--- src/rtl/led_pkg.sv ---
// ---------------------------------------------------------------------------
// led_pkg
// Shared definitions for the LED mode scheduler.
//   mode_t            : 2-bit mode code driven onto the Mode pins
//                       (IDLE=0, FLASH=1, RUN=2, MIX=3).
//   FLASH_EN_MAP      : bit N set when mode N enables the flash datapath.
//   RUN_EN_MAP        : bit N set when mode N enables the run datapath.
//   DEFAULT_TICK_DIV  : clock cycles per 1 ms tick for a 50 MHz clock.
//   next_mode()       : advance order IDLE -> FLASH -> RUN -> MIX -> IDLE.
// ---------------------------------------------------------------------------
package led_pkg;

  typedef enum logic [1:0] {
    IDLE  = 2'd0,
    FLASH = 2'd1,
    RUN   = 2'd2,
    MIX   = 2'd3
  } mode_t;

  // Indexed by the mode code: FLASH and MIX own the flash LED,
  // RUN and MIX own the run LEDs.
  localparam logic [3:0] FLASH_EN_MAP = 4'b1010;
  localparam logic [3:0] RUN_EN_MAP   = 4'b1100;

  localparam int DEFAULT_TICK_DIV = 50000;

  // MIX wraps back to IDLE so the user can always turn the bank off.
  function automatic mode_t next_mode(input mode_t cur);
    case (cur)
      IDLE:    return FLASH;
      FLASH:   return RUN;
      RUN:     return MIX;
      default: return IDLE;
    endcase
  endfunction

endpackage

--- src/rtl/key_debounce.sv ---
// ---------------------------------------------------------------------------
// key_debounce
// Synchronises the raw active-low push-button, filters contact bounce with a
// tick-based counter and emits a single-cycle pulse on each accepted press.
//
// Ports
//   CLK    in  system clock, rising edge
//   RST    in  asynchronous active-high reset
//   tick   in  one-cycle 1 ms strobe from the tick generator
//   Key_In in  raw push-button, active-low, asynchronous to CLK
//   press  out one-cycle pulse, one cycle after the accepted 1->0 flip
// ---------------------------------------------------------------------------
module key_debounce
  import led_pkg::*;
#(
  parameter int DEBOUNCE_MS = 20
) (
  input  logic CLK,
  input  logic RST,
  input  logic tick,
  input  logic Key_In,
  output logic press
);

  localparam int              DB_W    = $clog2(DEBOUNCE_MS + 1);
  localparam logic [DB_W-1:0] DB_LAST = DB_W'(DEBOUNCE_MS - 1);

  logic            key_meta;
  logic            key_sync;
  logic            key_level;
  logic            armed;
  logic [DB_W-1:0] db_cnt;

  // Two-flop synchroniser. Both stages reset to the released level so
  // leaving reset never looks like a fresh key edge.
  always_ff @(posedge CLK or posedge RST) begin
    if (RST) begin
      key_meta <= 1'b1;
      key_sync <= 1'b1;
    end else begin
      key_meta <= Key_In;
      key_sync <= key_meta;
    end
  end

  // Debounce counter and accepted level.
  //
  // After reset the filter is not armed: it first has to see the key
  // released and stable for DEBOUNCE_MS ticks. A key held down through
  // reset therefore never turns into a press; the user has to let go and
  // press again.
  //
  // Once armed, the counter advances on each tick while the synchronised
  // level disagrees with the accepted one and clears as soon as they agree,
  // so any bounce shorter than DEBOUNCE_MS ticks is discarded. The tick that
  // brings the count to DEBOUNCE_MS flips the accepted level; only a 1->0
  // flip (a press) raises the pulse, release is silent.
  always_ff @(posedge CLK or posedge RST) begin
    if (RST) begin
      db_cnt    <= '0;
      key_level <= 1'b1;
      armed     <= 1'b0;
      press     <= 1'b0;
    end else begin
      press <= 1'b0;
      if (!armed) begin
        if (!key_sync) begin
          db_cnt <= '0;
        end else if (tick) begin
          if (db_cnt == DB_LAST) begin
            armed  <= 1'b1;
            db_cnt <= '0;
          end else begin
            db_cnt <= db_cnt + 1'b1;
          end
        end
      end else if (key_sync == key_level) begin
        db_cnt <= '0;
      end else if (tick) begin
        if (db_cnt == DB_LAST) begin
          key_level <= key_sync;
          db_cnt    <= '0;
          press     <= ~key_sync;
        end else begin
          db_cnt <= db_cnt + 1'b1;
        end
      end
    end
  end

endmodule

--- src/rtl/led_mode_ctrl.sv ---
// ---------------------------------------------------------------------------
// led_mode_ctrl
// Mode scheduler for the LED bank. Chooses which pattern datapath owns the
// LEDs (none, flash, run, or both), drives the datapaths' run-enables and
// gates their outputs onto the LED pins. Modes advance on a debounced key
// press and, when built with LED_MODE_AUTO_EN, on a dwell timer.
//
// Build option
//   LED_MODE_AUTO_EN defined   : dwell timer present, Auto_En honoured.
//   LED_MODE_AUTO_EN undefined : no dwell logic, Auto_En is ignored and the
//                                mode only changes on key presses.
//
// Parameters
//   TICK_DIV    CLK cycles per 1 ms tick
//   DEBOUNCE_MS ticks the key must be stable before it is accepted
//   DWELL_MS    ticks spent in each mode while auto-advancing (>= 1)
//
// Ports
//   CLK       in  system clock, rising edge
//   RST       in  asynchronous active-high reset
//   Key_In    in  raw push-button, active-low, asynchronous
//   Auto_En   in  1 = auto-advance through the modes
//   Flash_In  in  flash pattern datapath output
//   Run_In    in  run pattern datapath output (3 LEDs)
//   Flash_En  out run-enable to the flash datapath
//   Run_En    out run-enable to the run datapath
//   Flash_LED out gated flash LED (registered)
//   Run_LED   out gated run LEDs (registered)
//   Mode      out current mode code
//   Mode_Chg  out one-cycle pulse, the cycle after every mode change
// ---------------------------------------------------------------------------
module led_mode_ctrl
  import led_pkg::*;
#(
  parameter int TICK_DIV    = DEFAULT_TICK_DIV,
  parameter int DEBOUNCE_MS = 20,
  parameter int DWELL_MS    = 5000
) (
  input  logic       CLK,
  input  logic       RST,
  input  logic       Key_In,
  input  logic       Auto_En,
  input  logic       Flash_In,
  input  logic [2:0] Run_In,
  output logic       Flash_En,
  output logic       Run_En,
  output logic       Flash_LED,
  output logic [2:0] Run_LED,
  output logic [1:0] Mode,
  output logic       Mode_Chg
);

  localparam int                TICK_W    = (TICK_DIV > 1) ? $clog2(TICK_DIV) : 1;
  localparam logic [TICK_W-1:0] TICK_LAST = TICK_W'(TICK_DIV - 1);

  logic [TICK_W-1:0] tick_cnt;
  logic              tick;
  logic              press;
  logic              dwell_exp;
  logic              advance;
  mode_t             mode_q;
  mode_t             mode_d;
  logic              flash_en;
  logic              run_en;

  // Free-running millisecond tick: the counter wraps at TICK_DIV-1 and the
  // strobe is high for exactly that one cycle.
  always_ff @(posedge CLK or posedge RST) begin
    if (RST) begin
      tick_cnt <= '0;
    end else if (tick) begin
      tick_cnt <= '0;
    end else begin
      tick_cnt <= tick_cnt + 1'b1;
    end
  end

  assign tick = (tick_cnt == TICK_LAST);

  key_debounce #(
    .DEBOUNCE_MS(DEBOUNCE_MS)
  ) u_key_debounce (
    .CLK   (CLK),
    .RST   (RST),
    .tick  (tick),
    .Key_In(Key_In),
    .press (press)
  );

  // A press and a dwell expiry arriving together still give a single step,
  // because both simply feed one advance strobe.
  assign advance = press | dwell_exp;

`ifdef LED_MODE_AUTO_EN
  localparam int              DW_W    = $clog2(DWELL_MS + 1);
  localparam logic [DW_W-1:0] DW_LAST = DW_W'(DWELL_MS - 1);

  logic [DW_W-1:0] dwell_cnt;

  // Dwell timer. Counts ticks while auto-advance is enabled and restarts on
  // every advance (key or timer) and whenever Auto_En drops. The expiry is
  // registered, so it lines up with the registered key press and the two can
  // meet in the same cycle. An advance already happening this cycle restarts
  // the dwell, so it suppresses a coincident expiry.
  always_ff @(posedge CLK or posedge RST) begin
    if (RST) begin
      dwell_cnt <= '0;
      dwell_exp <= 1'b0;
    end else begin
      dwell_exp <= Auto_En && tick && (dwell_cnt == DW_LAST) && !advance;
      if (!Auto_En || advance) begin
        dwell_cnt <= '0;
      end else if (tick) begin
        dwell_cnt <= (dwell_cnt == DW_LAST) ? '0 : dwell_cnt + 1'b1;
      end
    end
  end
`else
  logic unused_auto_cfg;

  // Without the dwell timer the mode only moves on key presses. Auto_En and
  // DWELL_MS stay in the interface so both builds share one port list.
  assign dwell_exp       = 1'b0;
  assign unused_auto_cfg = Auto_En | (DWELL_MS < 1);
`endif

  // Mode state register.
  always_ff @(posedge CLK or posedge RST) begin
    if (RST) begin
      mode_q <= IDLE;
    end else begin
      mode_q <= mode_d;
    end
  end

  // Next-mode and enable decode. The enables come straight from the current
  // mode, so they change on the same edge as Mode.
  always_comb begin
    mode_d   = mode_q;
    flash_en = FLASH_EN_MAP[mode_q];
    run_en   = RUN_EN_MAP[mode_q];
    if (advance) begin
      mode_d = next_mode(mode_q);
    end
  end

  // Registered outputs: Mode_Chg marks the cycle after each advance, and the
  // LED pins carry the datapath outputs masked by the previous cycle's
  // enables, so a disabled datapath always shows dark.
  always_ff @(posedge CLK or posedge RST) begin
    if (RST) begin
      Mode_Chg  <= 1'b0;
      Flash_LED <= 1'b0;
      Run_LED   <= 3'b000;
    end else begin
      Mode_Chg  <= advance;
      Flash_LED <= Flash_In & flash_en;
      Run_LED   <= Run_In & {3{run_en}};
    end
  end

  assign Flash_En = flash_en;
  assign Run_En   = run_en;
  assign Mode     = mode_q;

endmodule

--- config.mk ---
export PLATFORM = sky130hd
export DESIGN_NAME = led_mode_ctrl
export DESIGN_NICKNAME = d
export VERILOG_FILES = /design/src/rtl/led_pkg.sv /design/src/rtl/key_debounce.sv /design/src/rtl/led_mode_ctrl.sv
export SDC_FILE = /design/constraint.sdc
export NUM_CORES = 1
export LEC_CHECK = 0
export ABC_AREA = 1
export BUFFER_PORTS_ARGS = -buffer_cell sky130_fd_sc_hd__buf_2
export CORE_MARGIN = 2
export CORE_UTILIZATION = 50
export CTS_CLUSTER_DIAMETER = 150
export DETAILED_ROUTE_END_ITERATION = 7
export PLACE_DENSITY = 0.72
export SYNTH_ARGS = -nofsm -noshare
export SYNTH_HDL_FRONTEND = slang
export SYNTH_SLANG_ARGS = --single-unit
export TNS_END_PERCENT = 10
--- constraint.sdc ---
create_clock -name CLK -period 1.32 [get_ports CLK]
set_input_delay 0.132 -clock CLK [delete_from_list [all_inputs] [get_ports CLK]]
set_output_delay 0.132 -clock CLK [all_outputs]
set_load 0.01 [all_outputs]
# After elaboration in Yosys (flattened, before gate mapping)

Index checks and enable logic that the tools add are counted.

Input port bits: 8
Register bits after elaboration: 33
Word-level logic and storage cells: 44
Output and inout bits: 9

Reduce and logical (&&, ||, !) cells: 2
Add/sub/neg operators: 2
Mux-type cells: 19
Bitwise operators: 4
Equal/unequal tests: 5
Magnitude comparators: 1

Operators with widths:

| cell                                                | count |
|---|---|
| two-way mux 5 bit                                   | 5 |
| adder 16 x 1 -> 16 bit (second input constant)      | 1 |
| == test 16 bit (second input constant)              | 1 |
| two-way mux 16 bit                                  | 1 |
| two-way mux 1 bit                                   | 10 |
| one-hot mux 2 bit (3 select lines)                  | 1 |
| adder 5 x 1 -> 5 bit (second input constant)        | 1 |
| == test 5 bit (second input constant)               | 1 |
| binary-select mux 1 bit (select 2 bit)              | 2 |
| AND reduction 4 bit                                 | 1 |
| AND 3 bit                                           | 1 |
| < comparator 2 x 3 -> 1 bit (second input constant) | 1 |
| == test 2 x 1 -> 1 bit (second input constant)      | 1 |
| == test 2 bit (second input constant)               | 1 |
| logical NOT 2 bit                                   | 1 |
| NOT 1 bit                                           | 2 |
| AND 1 bit                                           | 1 |
| == test 1 bit                                       | 1 |

# Depth between registers and ports, before layout

Word-level depth: 5
Gate-level depth with buffers: 9
Mapped depth without buffers: 9

# Hierarchy

A second synthesis with hierarchy kept.

Cell total of the unflattened synthesis: 212
Area, all modules: 1697.9 um^2

By module, submodules not included:

| module        | cells an instance | sequential area each (um^2) | area each (um^2) | instances |
|---|---|---|---|---|
| led_mode_ctrl | 153               | 575.6                       | 1217.4           | 1 |
| key_debounce  | 59                | 254.0                       | 480.5            | 1 |

# Worst setup path before layout

No wires, ideal clock.

Kind: register -> register
From: reg tick_cnt[0]
To: reg u_key_debounce.db_cnt[0]
Clock period less this slack: 1.314 ns
Required time: 1.201 ns
Cell stages (with the launch flop): 9
Path buffers: 0
Setup time: 0.119 ns
Slack: 0.006 ns
Arrival: 1.194 ns
Cells stage by stage: dfrtp_1 -> ha_1 -> nand3_2 -> clkinv_2 -> nand3_4 -> nor2_8 -> nand2_1 -> nand2_1 -> nor2_1

Word-level cells in the longest chain between the ends: 4
Elaborated cells on any way between the ends: 5
Those cells by class: eq/ne: 1; mux: 4

Ends and longest elaborated chain:

| what                                 | RTL line            | RTL |
|---|---|---|
| from (decl)                          | led_mode_ctrl.sv:56 | `logic [TICK_W-1:0] tick_cnt;` |
| from (signal assigned)               | led_mode_ctrl.sv:74 | `tick_cnt <= tick_cnt + 1'b1;` |
| == test 16 bit (*)                   | led_mode_ctrl.sv:78 | `assign tick = (tick_cnt == TICK_LAST);` |
| two-way mux 5 bit (*)                | -                   |  |
| two-way mux 5 bit (on tied branches) | -                   |  |
| two-way mux 5 bit (*)                | -                   |  |
| to (signal assigned)                 | key_debounce.sv:74  | `db_cnt <= db_cnt + 1'b1;` |
| to (signal assigned)                 | key_debounce.sv:85  | `db_cnt <= db_cnt + 1'b1;` |
| to (decl)                            | key_debounce.sv:32  | `logic [DB_W-1:0] db_cnt;` |

Every way passes the cells marked *; elsewhere a longest branch is shown, timed or not.
A chain may end at the register's enable or synchronous reset.

# Final worst setup path

From: reg tick_cnt[1]
To: reg u_key_debounce.db_cnt[2]

Same word-level chain as after synthesis.

==> results_dict.tcl <==
set metrics [dict create \
    cts_buffers 5 \
    postSynthCellCount 212 \
    antenna_found_initial 0 \
    switching_share_pct 19.1 \
    ys_types 24 \
    fin_nets 270 \
    viasPerCell 4.62 \
    die_w_um 62.8 \
    relSlewSlack_pct 73.4 \
    clkLatencyLatePin_ns 0.33 \
    port-buffer-count 15 \
    dp_hpwl_um 2400 \
    finalMaxSlewViolations 0 \
    period_share_pct 99.3 \
    whs_ns 0.314 \
    start_util_pct 51.9 \
    htree_levels 2 \
    rows 21 \
    powerDensity_nw_per_um2 826 \
    start_kind "register" \
    first_pass_iters 5 \
    clkTransAtPathRegs_ns 0.10 \
    drive_above_1_share_pct 29.8 \
    grt_start_max_net_pins 13 \
    grt_pass1_wl_um 5710 \
    gr-total-overflow 0 \
    fill_cells 280 \
    first_global_vias 1353 \
    p_sw_uw 353 \
    synth_top_cell_by_area "dfrtp_1" \
    timing.fmax_ghz 0.763 \
    cts_tree "done" \
    fin_skew_ns 0.0110 \
    drv_cap 0 \
    drt_iter0_drc 28 \
    place_congestion 0.831 \
    fin_crit_ns 1.31 \
    yosysSeqAreaShare_pct 47.9 \
    arrival_ns 1.54 \
    p_seq_share_pct 55.2 \
    fin_area_um2 2230 \
    synth_area_per_cell_um2 8.16 \
    core-area_um2 3340 \
    reg2reg_from "tick_cnt[1]" \
    cts_max_path_buffers 2 \
    worst_slew_pin_slew_ns 0.398 \
    wl_per_cell_um 10.3 \
    antenna_left 0 \
    die-area_um2 3950 \
    drcViolationCount 0 \
    synth_area_um2 1730 \
    critPathKind "register to register" \
    io_pins 17 \
    die_h_um 62.8 \
    clockRootBuffer "clkbuf_4" \
    n_antenna_cell 0 \
    wl_um 3130 \
    placed_area_um2 1980 \
    p_leak_nw 1.21 \
    tns_ns 0 \
    required_ns 1.55 \
    outcome "finished, final reports clean" \
    p_int_mw 1.49 \
    area_growth_pct 29.0 \
    cp-startpoint "tick_cnt[1]" \
    min_path_type "input pin to asynchronous set/reset pin" \
    vdd_drop_max_mv 0.566 \
    syn_nets 225 \
    cts.sinks 33 \
    grtUsageTotal_pct 18.6 \
    crit_fanout 4 \
    synth_area_leaders "dfrtp_1, nand2_1, inv_1" \
    comb_power_share_pct 2.8 \
    yosys_warnings 0 \
    setup_viol 0 \
    synthDominantCellAreaShare_pct 43.4 \
    worstSetupEndpointType "register" \
    finalHoldViolCount 0 \
    grt_setup_unrepaired "true" \
    synth_seq_cells 33 \
    vias 1405 \
    clockPowerShare_pct 42.0 \
]
power by group through the flow:
stage	registers, mW	clock network (mW)	logic (mW)
floorplan	1.04	0	0.0194
global placement	1.04	0	0.0382
detailed placement	1.04	0	0.0388
CTS	1.02	0.802	0.0521
global route	1.02	0.848	0.0604
finish	1.02	0.775	0.0516
cells in the final DEF, fill, tap and decap left out, drive strengths merged:
| cell type | netlist | routed |
|---|---|---|
| clkbuf | 0 | 7 |
| nor3 | 5 | 5 |
| clkinv | 1 | 1 |
| bufinv | 0 | 1 |
| a21oi | 2 | 2 |
| nand4 | 3 | 3 |
| nand3 | 18 | 18 |
| o21bai | 1 | 1 |
| inv | 37 | 37 |
| o21ai | 7 | 7 |
| dfrtp | 30 | 30 |
| nand2 | 50 | 50 |
| buf | 2 | 34 |
| ha | 5 | 5 |
| xor2 | 8 | 8 |
| nor2 | 40 | 40 |
| dfstp | 3 | 3 |
| dlygate4sd3 | 0 | 6 |
per-layer routing:
| metal | vias to the layer above | GRT usage [%] | share of wire (%) |
|---|---|---|---|
| met3 | 6 | 5.95 | 3.2 |
| met5 | - | 0 | 0 |
| met4 | 0 | 7.22 | 1.5 |
| met2 | 18 | 30.8 | 47 |
| met1 | 648 | 22.7 | 49 |
| li1 | 733 | - | - |
cell families after synthesis:
family	Yosys count	share of synthesized area, %
flip-flops	33	47.9
XOR/XNOR	8	4.05
AND/OR/NAND/NOR	116	32.2
adder cells (fa/ha/maj)	5	3.62
buffers and inverters	40	9.18
AO/OA/AOI/OAI	10	3.04
stage by stage:
| stage | total power [mW] | worst slack [ns] | std cells | util [%] |
|---|---|---|---|---|
| after floorplan | 1.06 | 0.00627 | 212 | - |
| after global placement | 1.08 | -0.0591 | 288 | 59.2 |
| after detailed placement | 1.08 | -0.104 | 288 | 59.2 |
| after CTS | 1.87 | -0.0441 | 302 | 64.5 |
| after global routing | 1.93 | -0.0978 | 304 | 66.9 |
| final | 1.84 | 0.00985 | 304 | 66.9 |
repair_timing:
item,CTS,global route
pin swaps,1,6
setup endpoints to repair,15,15
gates cloned,0,0
buffers inserted,0,2
resized for setup,6,17
hold buffers,6,0
hold endpoints to repair,12,0
critical path: stages (launching register included):
cell	delay, ns
dfrtp_1	0.40
ha_4	0.18
nand3_4	0.11
nor2_4	0.19
nand3_2	0.13
nand2_2	0.12
nor2_1	0.06
state kept, by name (all words and copies together) (netlist names):
name                      flops
Flash_LED                     1
tick_cnt                     16
u_key_debounce.key_meta       1
Run_LED                       3
u_key_debounce.key_level      1
u_key_debounce.press          1
Mode                          2
Mode_Chg                      1
u_key_debounce.key_sync       1
u_key_debounce.db_cnt         5
u_key_debounce.armed          1
path summary, 6_finish.rpt:
check	endpoint	slack, ns	depth (start not counted)
worst max-delay path	u_key_debounce.db_cnt[2]	0.01	6
worst min-delay path	u_key_debounce.armed	0.31	3
min in group CLK	u_key_debounce.key_sync	0.36	0
worst max register to register	u_key_debounce.db_cnt[2]	0.01	6
max in group asynchronous	tick_cnt[12]	0.49	4
worst min register to register	u_key_debounce.key_sync	0.36	0
synthesized netlist by cell type, drive strengths merged:
master and instances:
ha 5, nor3 5, inv 37, o21bai 1
clkinv 1, a21oi 2, nor2 40, dfstp 3
dfrtp 30, o21ai 7, buf 2, nand3 18
nand2 50, nand4 3, xor2 8
final cells by class:
class                      instances  area (um^2)  share of cell area [%]
clock buffer                       7         55.1                    2.47
clock inverter                     1         30.0                    1.35
inverter                          38          144                    6.45
multi-input combinational        139          838                    37.6
sequential                        33          830                    37.2
tap                               46         57.6                    2.58
timing repair buffer              40          278                    12.4
(Power assumes the default switching activity.)
